`src/rtl/tm_pkg.sv`:
```
// Shared definitions for the three-cell tape window: default widths, slot encoding
// and the memory-port FSM state type.
package tm_pkg;

  localparam int ADDR_BITS_DEF = 8;
  localparam int SYM_BITS_DEF  = 2;
  localparam int BLANK_DEF     = 0;

  localparam logic [1:0] SLOT_L    = 2'd0;
  localparam logic [1:0] SLOT_C    = 2'd1;
  localparam logic [1:0] SLOT_R    = 2'd2;
  localparam logic [1:0] SLOT_NONE = 2'd3;

  typedef enum logic [1:0] {
    MEM_IDLE  = 2'd0,
    MEM_FETCH = 2'd1,
    MEM_WBACK = 2'd2
  } mem_state_e;

endpackage

```
`src/rtl/tm_tape_mem_port.sv`:
```
// Single-outstanding request/ack port to the tape SRAM. Latches the request at issue
// and, on a fetch ack, maps the latched address onto the caller's current L/C/R slots.
module tm_tape_mem_port
  import tm_pkg::*;
#(
  parameter int ADDR_BITS = ADDR_BITS_DEF,
  parameter int SYM_BITS  = SYM_BITS_DEF
) (
  input  logic                 clk,
  input  logic                 rst_n,
  input  logic                 issue_i,
  input  logic                 issue_we_i,
  input  logic [ADDR_BITS-1:0] issue_addr_i,
  input  logic [SYM_BITS-1:0]  issue_wdata_i,
  input  logic [ADDR_BITS-1:0] head_i,
  input  logic                 mem_ack_i,
  input  logic [SYM_BITS-1:0]  mem_rdata_i,
  output logic                 idle_o,
  output logic                 mem_req_o,
  output logic                 mem_we_o,
  output logic [ADDR_BITS-1:0] mem_addr_o,
  output logic [SYM_BITS-1:0]  mem_wdata_o,
  output logic                 fill_vld_o,
  output logic [1:0]           fill_slot_o,
  output logic [SYM_BITS-1:0]  fill_data_o,
  output logic                 wb_done_o
);

  mem_state_e           state_q, state_d;
  logic                 we_q;
  logic [ADDR_BITS-1:0] addr_q;
  logic [SYM_BITS-1:0]  wdata_q;

  always_ff @(posedge clk or negedge rst_n) begin
    if (!rst_n) begin
      state_q <= MEM_IDLE;
      we_q    <= 1'b0;
      addr_q  <= '0;
      wdata_q <= '0;
    end else begin
      state_q <= state_d;
      if (idle_o && issue_i) begin
        we_q    <= issue_we_i;
        addr_q  <= issue_addr_i;
        wdata_q <= issue_wdata_i;
      end
    end
  end

  always_comb begin
    state_d     = state_q;
    idle_o      = 1'b0;
    fill_vld_o  = 1'b0;
    wb_done_o   = 1'b0;
    fill_slot_o = SLOT_NONE;
    case (state_q)
      MEM_IDLE: begin
        idle_o = 1'b1;
        if (issue_i) state_d = issue_we_i ? MEM_WBACK : MEM_FETCH;
      end
      MEM_FETCH: if (mem_ack_i) begin
        state_d    = MEM_IDLE;
        fill_vld_o = 1'b1;
      end
      MEM_WBACK: if (mem_ack_i) begin
        state_d   = MEM_IDLE;
        wb_done_o = 1'b1;
      end
      default: state_d = MEM_IDLE;
    endcase
    // The tag is absolute, so a head that moved during the fetch still finds its slot
    if (addr_q == head_i - ADDR_BITS'(1))      fill_slot_o = SLOT_L;
    else if (addr_q == head_i)                 fill_slot_o = SLOT_C;
    else if (addr_q == head_i + ADDR_BITS'(1)) fill_slot_o = SLOT_R;
  end

  assign mem_req_o   = (state_q != MEM_IDLE);
  assign mem_we_o    = we_q;
  assign mem_addr_o  = addr_q;
  assign mem_wdata_o = wdata_q;
  assign fill_data_o = mem_rdata_i;

endmodule

```
`src/rtl/tm_tape_window.sv`:
```
// Three-cell L/C/R tape cache around the TM head with predictor-driven prefetch and
// dirty writeback; the core stalls only while the cell under the head is missing.
module tm_tape_window
  import tm_pkg::*;
#(
  parameter int                ADDR_BITS = ADDR_BITS_DEF,
  parameter int                SYM_BITS  = SYM_BITS_DEF,
  parameter logic [SYM_BITS-1:0] BLANK   = SYM_BITS'(BLANK_DEF)
) (
  input  logic                 clk,
  input  logic                 rst_n,
  input  logic                 move_i,
  input  logic                 dir_i,
  input  logic                 write_i,
  input  logic [SYM_BITS-1:0]  wsym_i,
  input  logic                 pred_r_i,
  input  logic                 pred_l_i,
  output logic                 ready_o,
  output logic [SYM_BITS-1:0]  sym_o,
  output logic [ADDR_BITS-1:0] head_o,
  output logic                 mem_req_o,
  output logic                 mem_we_o,
  output logic [ADDR_BITS-1:0] mem_addr_o,
  output logic [SYM_BITS-1:0]  mem_wdata_o,
  input  logic                 mem_ack_i,
  input  logic [SYM_BITS-1:0]  mem_rdata_i
);

  logic [ADDR_BITS-1:0] head_q, head_d;
  logic [2:0]           vld_q, vld_d, dty_q, dty_d;
  logic [SYM_BITS-1:0]  dat_q [3];
  logic [SYM_BITS-1:0]  dat_d [3];
  logic                 evict_vld_q, ev_load;
  logic [ADDR_BITS-1:0] evict_addr_q, ev_addr_d;
  logic [SYM_BITS-1:0]  evict_dat_q, ev_dat_d;

  logic                 port_idle, fill_vld, wb_done;
  logic [1:0]           fill_slot;
  logic [SYM_BITS-1:0]  fill_data;
  logic                 issue, issue_we;
  logic [ADDR_BITS-1:0] issue_addr;
  logic [SYM_BITS-1:0]  issue_wdata;
  logic                 acc_move, acc_write;

  tm_tape_mem_port #(
    .ADDR_BITS(ADDR_BITS),
    .SYM_BITS (SYM_BITS)
  ) u_mem_port (
    .clk          (clk),
    .rst_n        (rst_n),
    .issue_i      (issue),
    .issue_we_i   (issue_we),
    .issue_addr_i (issue_addr),
    .issue_wdata_i(issue_wdata),
    .head_i       (head_q),
    .mem_ack_i    (mem_ack_i),
    .mem_rdata_i  (mem_rdata_i),
    .idle_o       (port_idle),
    .mem_req_o    (mem_req_o),
    .mem_we_o     (mem_we_o),
    .mem_addr_o   (mem_addr_o),
    .mem_wdata_o  (mem_wdata_o),
    .fill_vld_o   (fill_vld),
    .fill_slot_o  (fill_slot),
    .fill_data_o  (fill_data),
    .wb_done_o    (wb_done)
  );

  // A writeback ack frees the evict buffer in the same cycle, so ready may rise with it
  assign ready_o   = vld_q[SLOT_C] & ~(evict_vld_q & ~wb_done);
  assign acc_move  = move_i & ready_o;
  assign acc_write = write_i & ready_o;
  assign sym_o     = vld_q[SLOT_C] ? dat_q[SLOT_C] : BLANK;
  assign head_o    = head_q;

  always_comb begin
    vld_d     = vld_q;
    dty_d     = dty_q;
    dat_d     = dat_q;
    head_d    = head_q;
    ev_load   = 1'b0;
    ev_addr_d = head_q - ADDR_BITS'(1);
    ev_dat_d  = dat_q[SLOT_L];
    if (acc_write) begin
      dat_d[SLOT_C] = wsym_i;
      dty_d[SLOT_C] = 1'b1;
    end
    for (int s = 0; s < 3; s++) begin
      if (fill_vld && fill_slot == 2'(s) && !vld_q[s]) begin
        vld_d[s] = 1'b1;
        dty_d[s] = 1'b0;
        dat_d[s] = fill_data;
      end
    end
    // Shift operates on the post-write, post-fill window
    if (acc_move && dir_i) begin
      ev_load       = vld_d[SLOT_L] & dty_d[SLOT_L];
      ev_addr_d     = head_q - ADDR_BITS'(1);
      ev_dat_d      = dat_d[SLOT_L];
      vld_d         = {1'b0, vld_d[SLOT_R], vld_d[SLOT_C]};
      dty_d         = {1'b0, dty_d[SLOT_R], dty_d[SLOT_C]};
      dat_d[SLOT_L] = dat_d[SLOT_C];
      dat_d[SLOT_C] = dat_d[SLOT_R];
      head_d        = head_q + ADDR_BITS'(1);
    end else if (acc_move) begin
      ev_load       = vld_d[SLOT_R] & dty_d[SLOT_R];
      ev_addr_d     = head_q + ADDR_BITS'(1);
      ev_dat_d      = dat_d[SLOT_R];
      vld_d         = {vld_d[SLOT_C], vld_d[SLOT_L], 1'b0};
      dty_d         = {dty_d[SLOT_C], dty_d[SLOT_L], 1'b0};
      dat_d[SLOT_R] = dat_d[SLOT_C];
      dat_d[SLOT_C] = dat_d[SLOT_L];
      head_d        = head_q - ADDR_BITS'(1);
    end
  end

  always_comb begin
    issue       = 1'b0;
    issue_we    = 1'b0;
    issue_addr  = head_q;
    issue_wdata = '0;
    if (port_idle) begin
      if (!vld_q[SLOT_C]) begin
        issue = 1'b1;
      end else if (evict_vld_q) begin
        issue       = 1'b1;
        issue_we    = 1'b1;
        issue_addr  = evict_addr_q;
        issue_wdata = evict_dat_q;
      end else if ((pred_r_i && !vld_q[SLOT_R]) ||
                   (!pred_r_i && !pred_l_i && !vld_q[SLOT_R])) begin
        issue      = 1'b1;
        issue_addr = head_q + ADDR_BITS'(1);
      end else if ((pred_l_i && !vld_q[SLOT_L]) ||
                   (!pred_r_i && !pred_l_i && !vld_q[SLOT_L])) begin
        issue      = 1'b1;
        issue_addr = head_q - ADDR_BITS'(1);
      end
    end
  end

  always_ff @(posedge clk or negedge rst_n) begin
    if (!rst_n) begin
      head_q      <= '0;
      vld_q       <= '0;
      dty_q       <= '0;
      evict_vld_q <= 1'b0;
    end else begin
      head_q <= head_d;
      vld_q  <= vld_d;
      dty_q  <= dty_d;
      if (ev_load)      evict_vld_q <= 1'b1;
      else if (wb_done) evict_vld_q <= 1'b0;
    end
  end

  always_ff @(posedge clk) begin
    dat_q <= dat_d;
    if (ev_load) begin
      evict_addr_q <= ev_addr_d;
      evict_dat_q  <= ev_dat_d;
    end
  end

endmodule

```
`config.mk`:
```
export PLATFORM = sky130hd
export DESIGN_NAME = tm_tape_window
export DESIGN_NICKNAME = d
export VERILOG_FILES = /design/src/rtl/tm_pkg.sv /design/src/rtl/tm_tape_mem_port.sv /design/src/rtl/tm_tape_window.sv
export SDC_FILE = /design/constraint.sdc
export NUM_CORES = 1
export LEC_CHECK = 0
export CAP_MARGIN = 20
export CORE_ASPECT_RATIO = 1.2
export CORE_MARGIN = 8
export CORE_UTILIZATION = 63
export CTS_BUF_LIST = sky130_fd_sc_hd__clkbuf_8
export DETAILED_ROUTE_END_ITERATION = 7
export PLACE_DENSITY = 0.95
export SYNTH_ARGS = -nofsm -noshare
export SYNTH_HDL_FRONTEND = slang
export SYNTH_SLANG_ARGS = --single-unit
export TNS_END_PERCENT = 5
```
`constraint.sdc`:
```
create_clock -name clk -period 5.2 [get_ports clk]
set_input_delay 1.04 -clock clk [delete_from_list [all_inputs] [get_ports clk]]
set_output_delay 1.04 -clock clk [all_outputs]
set_load 0.05 [all_outputs]
```
# Word-level counts from Yosys, hierarchy flattened

Index checks and enable logic that the tools add are counted.

Add/sub/neg operators: 2
$mul: 0
Div/mod/pow operators: 0
Order comparisons: 0
Equality and inequality tests: 9
Shift-type cells: 0
Mux-type cells: 57
Bitwise logic cells: 8
Reductions and logical operators: 27

Operators by type and width:

| cell                  | count |
|---|---|
| $mux W8               | 9 |
| $mux W2               | 18 |
| $eq A8 B8 Y1          | 3 |
| $mux W1               | 24 |
| $logic_and A1 B1 Y1   | 13 |
| $mux W3               | 4 |
| $add A8 B1 Y8 const B | 1 |
| $sub A8 B1 Y8 const B | 1 |
| $and A1 B1 Y1         | 6 |
| $reduce_bool A2 Y1    | 3 |
| $logic_not A1 Y1      | 5 |
| $eq A2 B1 Y1 const B  | 2 |
| $eq A2 B2 Y1 const B  | 2 |
| $logic_not A2 Y1      | 2 |
| $mux W4               | 1 |
| $ne A2 B1 Y1 const B  | 2 |
| $pmux W2 S2           | 1 |
| $logic_or A1 B1 Y1    | 2 |
| $not A1 Y1            | 2 |
| $reduce_and A2 Y1     | 1 |
| $reduce_or A2 Y1      | 1 |

Flip-flop bits (word level): 44
Bits in latches: 0
RAM bits: 0
Memory bits (read-only): 0
Input bits: 12
Word-level logic and storage cells: 116
Memories: 0

# Longest topological paths before layout

Gate-level depths: netlist of run 1.

Depth after elaboration: 13
Depth in mapped cells: 11
Mapped depth without buffers: 9

# Cells and area by module

From an unflattened synthesis of run 1, not the netlist that was laid out.

Cell total of the unflattened synthesis: 347
Area total of the unflattened synthesis: 3176.8 um^2

Modules (own cells, without submodules):

| module           | instances | cells each | area an instance (um^2) | sequential area each (um^2) |
|---|---|---|---|---|
| tm_tape_window   | 1         | 238        | 2124.5                  | 795.8 |
| tm_tape_mem_port | 1         | 109        | 1052.3                  | 325.3 |

# Worst setup path before layout of run 1

Ideal clock, no wire load.

Kind: input to register
From: input mem_ack_i
To: register evict_addr_q[0], enable pin
Setup time: 382 ps
Arrival: 3078 ps
Data required time: 4818 ps
Slack: 1740 ps
Stages on the path: 5
Cell sequence: nand2_1 a21oi_1 nand2_1 clkbuf_1 a21oi_1

Word-level cells in the longest chain between the ends: 9

Ends and longest elaborated chain:

| element                                               | line                                        | text |
|---|---|---|
| from (decl)                                           | tm_tape_window.sv:25                        | `input logic mem_ack_i,` |
| $mux W1 (*)                                           | tm_tape_mem_port.sv:65                      | `MEM_WBACK: if (mem_ack_i) begin` |
| $mux W1 (*)                                           | tm_tape_mem_port.sv:56                      | `case (state_q)` |
| $not A1 Y1 (*)                                        | tm_tape_window.sv:70                        | `assign ready_o = vld_q[SLOT_C] & ~(evict_vld_q & ~wb_done);` |
| $and A1 B1 Y1 (*)                                     | tm_tape_window.sv:70                        |  |
| $not A1 Y1 (*)                                        | tm_tape_window.sv:70                        |  |
| $and A1 B1 Y1 (*)                                     | tm_tape_window.sv:70                        |  |
| named net ready_o                                     | tm_tape_window.sv:18                        | `output logic ready_o,` |
| $and A1 B1 Y1 (*)                                     | tm_tape_window.sv:71                        | `assign acc_move = move_i & ready_o;` |
| $mux W1 / $logic_and A1 B1 Y1 (equally long branches) | tm_tape_window.sv:105, tm_tape_window.sv:96 |  |
| $mux W1 (*)                                           | tm_tape_window.sv:96                        | `if (acc_move && dir_i) begin` |
| named net ev_load                                     | tm_tape_window.sv:33                        | `logic evict_vld_q, ev_load;` |
| to (signal assigned)                                  | tm_tape_window.sv:160                       | `evict_addr_q <= ev_addr_d;` |
| to (decl)                                             | tm_tape_window.sv:34                        | `logic [ADDR_BITS-1:0] evict_addr_q, ev_addr_d;` |

The timed path passes the listed nets; every way through them passes the cells marked *.
A chain may end at the register's enable or synchronous reset.

# Worst setup path in the final report of run 1

From: input mem_ack_i
To: output ready_o

Word-level cells in the longest chain between the ends: 6

Ends and longest elaborated chain:

| element       | line |
|---|---|
| $mux W1       | tm_tape_mem_port.sv:65 |
| $mux W1       | tm_tape_mem_port.sv:56 |
| $not A1 Y1    | tm_tape_window.sv:70 |
| $and A1 B1 Y1 | tm_tape_window.sv:70 |
| $not A1 Y1    | tm_tape_window.sv:70 |
| $and A1 B1 Y1 | tm_tape_window.sv:70 |
| to (decl)     | tm_tape_window.sv:18 |

Every way passes these cells.

==> key figures, run 1 <==
Worst setup path
  – Worst path required time: 4.16 ns
  – CP Class: in2out
  – Crit Reg-Reg Startpoint: head_o[0]
  – CP endpoint kind: output port
  – Reg-to-Reg End: evict_dat_q[0]
  – Worst Path Max Fanout: 6
  – Critical Path AT: 2.95 ns
  – FF-to-FF setup slack: 1.66 ns
  – Worst setup SP type: input port
  – R2R depth: 9

Clocking
  – Cts hold-fix bufs: 0
  – Bufs on Longest Clock Path: 2
  – Post_cts resized: 0
  – H-tree depth: 2
  – CTS Root Cell: clkbuf_8
  – CTS tree: built
  – Clock Latency Late Sink: 0.31 ns
  – TritonCTS Buffers: 5
  – Clk pin slew, worst setup/hold paths: 0.09 ns
  – Post CTS Setup Buffer Count: 0
  – Sink Count: 44

Cells and area
  – Cell area after layout: 3540 um2
  – Fin nets: 390
  – # diodes: 0
  – Finished Layout Cells: 434
  – Total area of sequential cells: 1120 um2
  – Share of layout cells above drive strength 1: 0.0882
  – Multi-input logic area: 1800 um2
  – Fill cells: 356
  – Layout area overhead: 13.8%

Hold path
  – Hold Path Depth: 1
  – Hold Path End: u_mem_port.mem_wdata_o[0]
  – Hold crit path type: reg2reg
  – Min-Delay Startpoint: evict_dat_q[0]

Timing
  – RSZ-0062 raised after global routing: false
  – Final period utilization: 0.768
  – Hold Vio Cnt, Final: 0
  – Final Critical Period: 3.99 ns
  – Max_slew headroom: 0.359
  – Slew @ Worst Pin: 0.962 ns
  – Max Fclk: 250 MHz
  – Hold Worst Slack: 0.489 ns
  – Setup TNS: 0 ns
  – Fin. max-slew vios: 0
  – Final setup viols: 0
  – Clock skew: 0.00817 ns

Pwr
  – Peak supply drop: 0.381 mV
  – NetSw: 1.20 mW
  – Logic pwr share: 0.565
  – Cell Pwr Density: 654 nW/um2
  – Cell Int Power: 1.12 mW
  – Clock share of power: 0.121
  – Sequential share of power: 0.314
  – Switching share of power: 0.519
  – Lkg Pwr: 1.40 nW

Placement
  – GPL Wtd Cong: 0.964
  – Placed Cells: 425
  – Detailed Place HPWL: 6.80 mm
  – IO Port Bufs: 34
  – Cell Area, Placed: 3420 um2

Floorplan
  – Die area: 7460 um2
  – Placement Rows: 28
  – # IOs: 35
  – Initial Utilization: 0.644
  – Core Area: 4830 um2
  – Chip height: 93.0 um
  – Die Width: 80.2 um

Routing
  – First DRT Iteration DRCs: 263
  – DRT antenna net count: 0
  – Drt pass-1 iters: 5
  – Vias per inst: 6.63
  – Final WL: 9.25 mm
  – DR vias: 2879
  – WL/cell: 21.3 um
  – Drt drc: 0

Synth
  – Mapped Nets: 367
  – Share of Yosys cell area claimed by the top area cell type: 0.225
  – Synth Cell Area: 3110 um2
  – YS warnings: 0
  – Cell with the most instances after synthesis: nor2_1
  – Number of synthesized flops with an enable pin: 10
  – Dominant cell type by area after synthesis: dfrtp_1
  – Post-synth ARST share: 0.636
  – Flops & latches, synth: 44
  – Top post-synthesis cells by area: dfrtp_1 (22%), edfxtp_1 (9.6%), nor2_1 (4.9%)
  – Syn avg cell area: 8.90 um2
  – Cell variety after synth: 69
  – Post-synth top cells: nor2_1 (41), nand2_1 (30), a21oi_1 (28), dfrtp_1 (28), inv_1 (16)
  – Synth Instances: 350
  – Post-synth top flop: dfrtp_1
  – Register area share after synthesis: 0.360

Global route
  – Aggregate global-route resource usage: 0.251
  – Number of global-route vias before repair: 2943
  – First-pass GRT wire length: 14.7 mm
  – Initial antenna violation count: 0
  – Largest net degree at the start of global routing: 29
  – Total grt overflow: 0

Flow run
  – Max-cap violation count: 0

Status
  – Status: complete, no violations
## cells by family after synthesis
kind of cell,after synthesis,share of synthesized area
fa+ha+maj,5,0.0201
flops,44,0.360
xor+xnor,32,0.101
mux,10,0.0337
simple gates,122,0.204
buf+inv,38,0.0607
compound gates,99,0.221
## layout make-up
class	count	share of cell area
multi-input combinational	268	0.509
inverter	16	0.0169
clock inverter	3	0.0131
sequential	44	0.316
timing repair buffer	38	0.104
clock buffer	5	0.0194
tap	60	0.0212
## metrics by stage
step,utilization,worst slack (ns),power [mW]
after floorplan,-,1.74,1.66
after global placement,0.708,1.26,1.98
after detailed placement,0.708,1.23,2.01
after CTS,0.732,1.22,2.29
after global routing,0.733,1.08,2.43
final,0.733,1.21,2.32
## power by group through the flow
stage               sequential, mW  clock (mW)  combinational [mW]
floorplan                    0.768           0               0.889
global placement             0.719           0                1.26
detailed placement           0.729           0                1.28
CTS                          0.721       0.275                1.29
global route                 0.747       0.290                1.40
finish                       0.728       0.279                1.31
## flip-flops by register name (all words and copies together), names as in the netlist
signal                  flops
dat_q                       6
dty_q                       3
evict_addr_q                8
evict_dat_q                 2
evict_vld_q                 1
head_o                      8
u_mem_port.mem_addr_o       8
u_mem_port.mem_wdata_o      2
u_mem_port.mem_we_o         1
u_mem_port.state_q          2
vld_q                       3
## worst max-delay path: stages
cell and delay (ns):
clkdlybuf4s50_1 0.54, nand2_1 0.10, a21oi_1 0.37, clkdlybuf4s50_1 0.90
## worst max-delay path by stage
| stage | endpoint | cells after the start | start |
|---|---|---|---|
| finish | ready_o | 4 | mem_ack_i |
| global route | ready_o | 4 | mem_ack_i |
| CTS | ready_o | 4 | mem_ack_i |
| detailed placement | ready_o | 4 | mem_ack_i |
| global placement | ready_o | 4 | mem_ack_i |
| floorplan | evict_addr_q[0] | 5 | mem_ack_i |
## layer usage
layer	GRT usage	part of all wire
met1	0.276	0.38
met2	0.430	0.50
met3	0.0537	0.070
met4	0.153	0.049
met5	0	0
## placed cells by master (no fill, tap or decap), types with 4 or more instances in the layout
| master | n |
|---|---|
| o211ai_1 | 5 |
| xnor2_1 | 15 |
| xor2_1 | 14 |
| dfrtp_1 | 28 |
| a21oi_1 | 28 |
| nor2_1 | 41 |
| inv_1 | 16 |
| nand2_1 | 30 |
| o21ai_0 | 14 |
| ha_1 | 5 |
| clkdlybuf4s50_1 | 34 |
| clkbuf_8 | 5 |
| o221ai_1 | 4 |
| and2_1 | 4 |
| edfxtp_1 | 10 |
| mux2_2 | 4 |
| o31ai_1 | 4 |
| dfxtp_1 | 6 |
| nand3_1 | 11 |
| nor3_1 | 4 |
| a221oi_1 | 4 |
| a31oi_1 | 6 |
| nor2b_1 | 5 |
| mux2i_1 | 6 |
| a21o_1 | 4 |
Power figures use the tool's default switching activity.
==> run 2: changes to the inputs <==
--- a/config.mk
+++ b/config.mk
@@ -8,10 +8,10 @@
 export CAP_MARGIN = 20
 export CORE_ASPECT_RATIO = 1.2
 export CORE_MARGIN = 8
-export CORE_UTILIZATION = 63
+export CORE_UTILIZATION = 53
 export CTS_BUF_LIST = sky130_fd_sc_hd__clkbuf_8
 export DETAILED_ROUTE_END_ITERATION = 7
-export PLACE_DENSITY = 0.95
+export PLACE_DENSITY = 0.87
 export SYNTH_ARGS = -nofsm -noshare
 export SYNTH_HDL_FRONTEND = slang
 export SYNTH_SLANG_ARGS = --single-unit
==> constraint.sdc (replaced) <==
create_clock -name clk -period 3.6 [get_ports clk]
set_input_delay 0.72 -clock clk [delete_from_list [all_inputs] [get_ports clk]]
set_output_delay 0.72 -clock clk [all_outputs]
set_load 0.05 [all_outputs]
==> key figures, run 2 (same netlist as run 1, synthesis figures left out) <==
Worst setup path
  – CP endpoint kind: flop (was output port)
  – Crit Reg-Reg Startpoint: head_o[1] (was head_o[0])
  – Origin of the worst setup path: head_o[1] (was mem_ack_i)
  – Critical Path AT: 3.18 ns (was 2.95 ns)
  – Buffers & Inverters on Critical Path: 1 (was 2)
  – Critical path, cell by cell: inv_1 > ha_1 > nor3b_4 > nand3_2 > a2111oi_2 > nand4_2 > mux2i_1 > a2bb2oi_1 > o21ai_1 (was clkdlybuf4s50_1 > nand2_1 > a21oi_1 > clkdlybuf4s50_1)
  – CP Class: reg2reg (was in2out)
  – Worst Path Max Fanout: 12 (was 6)
  – Crit-path slowest cell: dfrtp_1 (was clkdlybuf4s50_1)
  – FF-to-FF setup slack: 0.47 ns (was 1.66 ns)
  – Largest stage delay, worst path: 0.53 ns (was 0.90 ns)
  – Worst path required time: 3.66 ns (was 4.16 ns)
  – Worst setup SP type: flop (was input port)
  – Worst path top cell family by delay: compound AO/OA/AOI/OAI gates (was buffers and inverters)

Flow run
  – Max-cap violation count: 0 (unchanged)

Clocking
  – Post CTS Setup Buffer Count: 0 (unchanged)
  – CTS Root Cell: clkbuf_8 (unchanged)
  – H-tree depth: 2 (unchanged)
  – CTS tree: built (unchanged)
  – Bufs on Longest Clock Path: 2 (unchanged)
  – Clk pin slew, worst setup/hold paths: 0.09 ns (about the same)
  – Sink Count: 44 (unchanged)
  – TritonCTS Buffers: 5 (unchanged)
  – Cts hold-fix bufs: 0 (unchanged)
  – Clock Latency Late Sink: 0.30 ns (was 0.31 ns)
  – Post_cts resized: 0 (unchanged)

Timing
  – Slew @ Worst Pin: 0.679 ns (was 0.962 ns)
  – Max Fclk: 320 MHz
  – Final setup viols: 0 (unchanged)
  – Hold Worst Slack: 0.489 ns (about the same)
  – Final Critical Period: 3.13 ns
  – Fin. max-slew vios: 0 (unchanged)
  – Final period utilization: 0.869
  – Max_slew headroom: 0.548 (was 0.359)
  – Setup TNS: 0 ns (unchanged)
  – RSZ-0062 raised after global routing: false (unchanged)
  – Hold Vio Cnt, Final: 0 (unchanged)
  – Clock skew: 0.00633 ns (was 0.00817 ns)

Routing
  – First DRT Iteration DRCs: 305 (was 263)
  – DR vias: 2867 (was 2879)
  – Final WL: 9.22 mm (was 9.25 mm)
  – WL/cell: 19.7 um (was 21.3 um)
  – DRT antenna net count: 0 (unchanged)
  – Drt drc: 0 (unchanged)
  – Vias per inst: 6.14 (was 6.63)
  – Drt pass-1 iters: 5 (unchanged)

Cells and area
  – Multi-input logic area: 1800 um2 (unchanged)
  – Commonest cells after routing, fill and taps aside: nor2_1 (41), clkdlybuf4s50_1 (33), nand2_1 (30), a21oi_1 (28), dfrtp_1 (28) (was nor2_1 (41), clkdlybuf4s50_1 (34), nand2_1 (30), a21oi_1 (28), dfrtp_1 (28))
  – Fin nets: 403 (was 390)
  – # diodes: 0 (unchanged)
  – Most common cell after layout, fill and taps aside: nor2_1 (unchanged)
  – Share of layout cells above drive strength 1: 0.121 (was 0.0882)
  – Fill cells: 500 (was 356)
  – Total area of sequential cells: 1120 um2 (unchanged)
  – Layout area overhead: 17.1% (was 13.8%)

Floorplan
  – Initial Utilization: 0.549 (was 0.644)
  – Die area: 8590 um2 (was 7460 um2)
  – Chip height: 100 um (was 93.0 um)
  – Die Width: 86.0 um (was 80.2 um)
  – Core Area: 5670 um2 (was 4830 um2)
  – Placement Rows: 30 (was 28)
  – # IOs: 35 (unchanged)

Global route
  – First-pass GRT wire length: 14.9 mm (was 14.7 mm)
  – Number of global-route vias before repair: 2941 (was 2943)
  – Initial antenna violation count: 0 (unchanged)
  – Largest net degree at the start of global routing: 29 (unchanged)
  – Total grt overflow: 0 (unchanged)
  – Aggregate global-route resource usage: 0.223 (was 0.251)

Placement
  – GPL Wtd Cong: 0.982 (was 0.964)
  – Detailed Place HPWL: 6.94 mm (was 6.80 mm)
  – IO Port Bufs: 34 (unchanged)

Pwr
  – NetSw: 1.72 mW (was 1.20 mW)
  – Logic pwr share: 0.610 (was 0.565)
  – Sequential share of power: 0.288 (was 0.314)
  – Lkg Pwr: 1.46 nW (was 1.40 nW)
  – Cell Int Power: 1.61 mW (was 1.12 mW)
  – Clock share of power: 0.102 (was 0.121)
  – Cell Pwr Density: 914 nW/um2 (was 654 nW/um2)
  – Peak supply drop: 0.438 mV (was 0.381 mV)
  – Switching share of power: 0.517 (was 0.519)

Hold path
  – Hold crit path type: reg2reg (unchanged)
  – Min-Delay Startpoint: u_mem_port.mem_we_o (was evict_dat_q[0])

Status
  – Status: complete, no violations (unchanged)
## run 2: cell count changes in the layout (fill, tap and decap cells not counted), sizes merged
cell           previous run  this run
buf                       4        18
bufinv                    1         0
clkbuf                    5         6
clkdlybuf4s50            34        33
clkinv                    0         1
clkinvlp                  1         0
## run 2: final timing paths
| check | endpoint | depth (start not counted) |
|---|---|---|
| worst max-delay path | evict_dat_q[1] | 9 |
| worst min-delay path | u_mem_port.mem_we_o | 1 |
| worst max register to register | evict_dat_q[1] | 9 |
| worst min register to register | u_mem_port.mem_we_o | 1 |
| max in group asynchronous | head_o[1] | 2 |
| min in group asynchronous | head_o[5] | 2 |
## run 2: routing by layer
layer / wire (um) / global-route usage
met1: 3640 / 0.245
met2: 4650 / 0.393
met3: 572 / 0.0425
met4: 357 / 0.118
met5: 0 / 0
## run 2: cell type report
class                           count  area share
Clock buffer                        6      0.0226
Clock inverter                      2     0.00377
Inverter                           16      0.0165
Multi-Input combinational cell    268       0.495
Sequential cell                    44       0.307
Tap cell                           80      0.0274
Timing Repair Buffer               51       0.128
## run 2: worst reg2reg max path: cells and delay by family, from the launching register on
| kind | cells | cell delay, ns |
|---|---|---|
| AO/OA/AOI/OAI | 3 | 0.78 |
| adder cells (fa/ha/maj) | 1 | 0.36 |
| buffers and inverters | 1 | 0.18 |
| flip-flops | 1 | 0.53 |
| multiplexers | 1 | 0.30 |
| AND/OR/NAND/NOR | 3 | 0.73 |
## run 2: per-stage QoR
stage	util	instance area [um2]	std cells	power (mW)	worst slack, ns
after floorplan	-	3110	350	2.39	0.460
after detailed placement	0.626	3550	459	2.97	0.550
final	0.643	3650	467	3.33	0.473
after global routing	0.643	3650	467	3.53	0.285
after global placement	0.626	3550	459	2.94	0.626
after CTS	0.643	3650	467	3.31	0.541
## run 2: power groups by stage
stage	clock [mW]	sequential [mW]	combinational, mW
2_1_floorplan	0	1.11	1.28
3_3_place_gp	0	0.953	1.98
3_5_place_dp	0	0.963	2.00
4_1_cts	0.345	0.951	2.01
5_1_grt	0.361	0.983	2.18
6_report	0.339	0.960	2.03
==> run 3: changes to the inputs <==
--- a/config.mk
+++ b/config.mk
@@ -8,10 +8,11 @@
 export CAP_MARGIN = 20
 export CORE_ASPECT_RATIO = 1.2
 export CORE_MARGIN = 8
-export CORE_UTILIZATION = 53
+export CORE_UTILIZATION = 42
 export CTS_BUF_LIST = sky130_fd_sc_hd__clkbuf_8
 export DETAILED_ROUTE_END_ITERATION = 7
-export PLACE_DENSITY = 0.87
+export PLACE_DENSITY = 0.73
+export SLEW_MARGIN = 15
 export SYNTH_ARGS = -nofsm -noshare
 export SYNTH_HDL_FRONTEND = slang
 export SYNTH_SLANG_ARGS = --single-unit
==> key figures, run 3 (same netlist as run 1, synthesis figures left out) <==
Status
  – Status: complete, no violations (unchanged)

Worst setup path
  – Reg-to-Reg End: evict_dat_q[1] (unchanged)
  – Worst path required time: 3.65 ns (was 3.66 ns)
  – Worst path top cell family by delay: simple AND/OR/NAND/NOR gates (was compound AO/OA/AOI/OAI gates)
  – Critical Path AT: 3.38 ns (was 3.18 ns)
  – Largest stage delay, worst path: 0.64 ns (was 0.53 ns)
  – Crit-path slowest cell: dfrtp_1 (unchanged)
  – Worst Path Max Fanout: 16 (was 12)
  – CP endpoint kind: flop (unchanged)
  – Critical path, cell by cell: inv_1 > ha_1 > nor3b_4 > nand3_2 > a2111oi_2 > nand4_2 > mux2i_1 > a2bb2oi_1 > o21ai_1 (unchanged)
  – FF-to-FF setup slack: 0.27 ns (was 0.47 ns)
  – Worst setup SP type: flop (unchanged)
  – Crit Reg-Reg Startpoint: head_o[0] (was head_o[1])
  – Buffers & Inverters on Critical Path: 1 (unchanged)
  – CP Class: reg2reg (unchanged)
  – R2R depth: 9 (unchanged)

Floorplan
  – Die Width: 94.6 um (was 86.0 um)
  – # IOs: 35 (unchanged)
  – Chip height: 110 um (was 100 um)
  – Die area: 10400 um2 (was 8590 um2)
  – Placement Rows: 34 (was 30)
  – Initial Utilization: 0.431 (was 0.549)
  – Core Area: 7230 um2 (was 5670 um2)

Timing
  – Hold Vio Cnt, Final: 0 (unchanged)
  – Final setup viols: 0 (unchanged)
  – Setup TNS: 0 ns (unchanged)
  – Hold Worst Slack: 0.485 ns (was 0.489 ns)
  – RSZ-0062 raised after global routing: false (unchanged)
  – Fin. max-slew vios: 0 (unchanged)
  – Final period utilization: 0.925 (was 0.869)
  – Final Critical Period: 3.33 ns (was 3.13 ns)
  – Slew @ Worst Pin: 0.702 ns (was 0.679 ns)
  – Max_slew headroom: 0.527 (was 0.548)
  – Max Fclk: 300 MHz (was 320 MHz)
  – Clock skew: 0.0129 ns (was 0.00633 ns)

Clocking
  – TritonCTS Buffers: 5 (unchanged)
  – Post_cts resized: 0 (unchanged)
  – Cts hold-fix bufs: 0 (unchanged)
  – Clk pin slew, worst setup/hold paths: 0.09 ns (about the same)
  – Post CTS Setup Buffer Count: 0 (unchanged)
  – Sink Count: 44 (unchanged)
  – H-tree depth: 2 (unchanged)
  – Bufs on Longest Clock Path: 2 (unchanged)
  – CTS tree: built (unchanged)
  – Clock Latency Late Sink: 0.30 ns (about the same)
  – CTS Root Cell: clkbuf_8 (unchanged)

Routing
  – DR vias: 2857 (was 2867)
  – Drt drc: 0 (unchanged)
  – Drt pass-1 iters: 6 (was 5)
  – DRT antenna net count: 0 (unchanged)
  – Vias per inst: 6.01 (was 6.14)
  – WL/cell: 19.7 um (about the same)
  – Final WL: 9.35 mm (was 9.22 mm)
  – First DRT Iteration DRCs: 250 (was 305)

Hold path
  – Min-Delay Startpoint: u_mem_port.mem_we_o (unchanged)
  – Hold Path End: u_mem_port.mem_we_o (unchanged)
  – Hold Path Depth: 1 (unchanged)
  – Hold crit path type: reg2reg (unchanged)

Cells and area
  – Commonest cells after routing, fill and taps aside: nor2_1 (41), clkdlybuf4s50_1 (33), nand2_1 (30), a21oi_1 (28), dfrtp_1 (28) (unchanged)
  – Finished Layout Cells: 475 (was 467)
  – Share of layout cells above drive strength 1: 0.114 (was 0.121)
  – # diodes: 0 (unchanged)
  – Fin nets: 401 (was 403)
  – Most common cell after layout, fill and taps aside: nor2_1 (unchanged)
  – Layout area overhead: 17.4% (was 17.1%)

Global route
  – Number of global-route vias before repair: 2878 (was 2941)
  – Initial antenna violation count: 0 (unchanged)
  – Total grt overflow: 0 (unchanged)
  – First-pass GRT wire length: 15.1 mm (was 14.9 mm)
  – Largest net degree at the start of global routing: 29 (unchanged)
  – Aggregate global-route resource usage: 0.186 (was 0.223)

Pwr
  – Lkg Pwr: 1.46 nW (about the same)
  – Peak supply drop: 0.397 mV (was 0.438 mV)
  – Cell Pwr Density: 915 nW/um2 (was 914 nW/um2)

Placement
  – Placed Cells: 467 (was 459)
  – GPL Wtd Cong: 0.946 (was 0.982)
  – Detailed Place HPWL: 6.96 mm (was 6.94 mm)
  – IO Port Bufs: 34 (unchanged)

Flow run
  – Max-cap violation count: 0 (unchanged)
==> run 3: changes by cell type in the layout (fill, tap and decap cells not counted), sizes merged <==
cell / change
buf: -2
bufinv: +1
clkbuf: -1
==> run 3: worst max path at each step <==
stage	slack, ns	cells after the start	endpoint	start
detailed placement	0.36	9	evict_dat_q[1]	head_o[0]
global route	0.1	8	evict_dat_q[1]	head_o[0]
finish	0.27	9	evict_dat_q[1]	head_o[0]
global placement	0.37	9	evict_dat_q[0]	head_o[0]
CTS	0.34	9	evict_dat_q[1]	head_o[0]
floorplan	0.46	5	evict_addr_q[0]	mem_ack_i
==> run 3: area by class of cell <==
class / instances / area (um2)
Clock buffer: 5 / 68.8
Clock inverter: 3 / 38.8
Fill cell: 704 / 3580
Inverter: 16 / 60.1
Multi-Input combinational cell: 268 / 1800
Sequential cell: 44 / 1120
Tap cell: 90 / 113
Timing Repair Buffer: 49 / 450
==> run 3: per-layer routing <==
metal	share of wire	track usage	routed length, um	vias to the layer above
li1	-	-	-	1321
met1	0.41	0.218	3800	1377
met2	0.50	0.326	4690	125
met3	0.056	0.0285	522	34
met4	0.036	0.0872	333	0
met5	0	0	0	-
==> run 3: power breakdown <==
group | leakage [nW] | total, mW | internal [mW] | switching [mW]
clock network | 0.0593 | 0.379 | 0.204 | 0.176
logic | 0.912 | 1.97 | 0.753 | 1.22
registers | 0.489 | 0.994 | 0.685 | 0.309
total | 1.46 | 3.35 | 1.64 | 1.70
==> run 3: through the flow <==
stage	setup slack [ns]	util	total power [mW]	area (um2)
final	0.268	0.506	3.35	3660
after global routing	0.0995	0.506	3.55	3660
after CTS	0.338	0.506	3.34	3660
after detailed placement	0.363	0.491	2.96	3550
after global placement	0.368	0.491	2.93	3550
after floorplan	0.460	-	2.39	3110
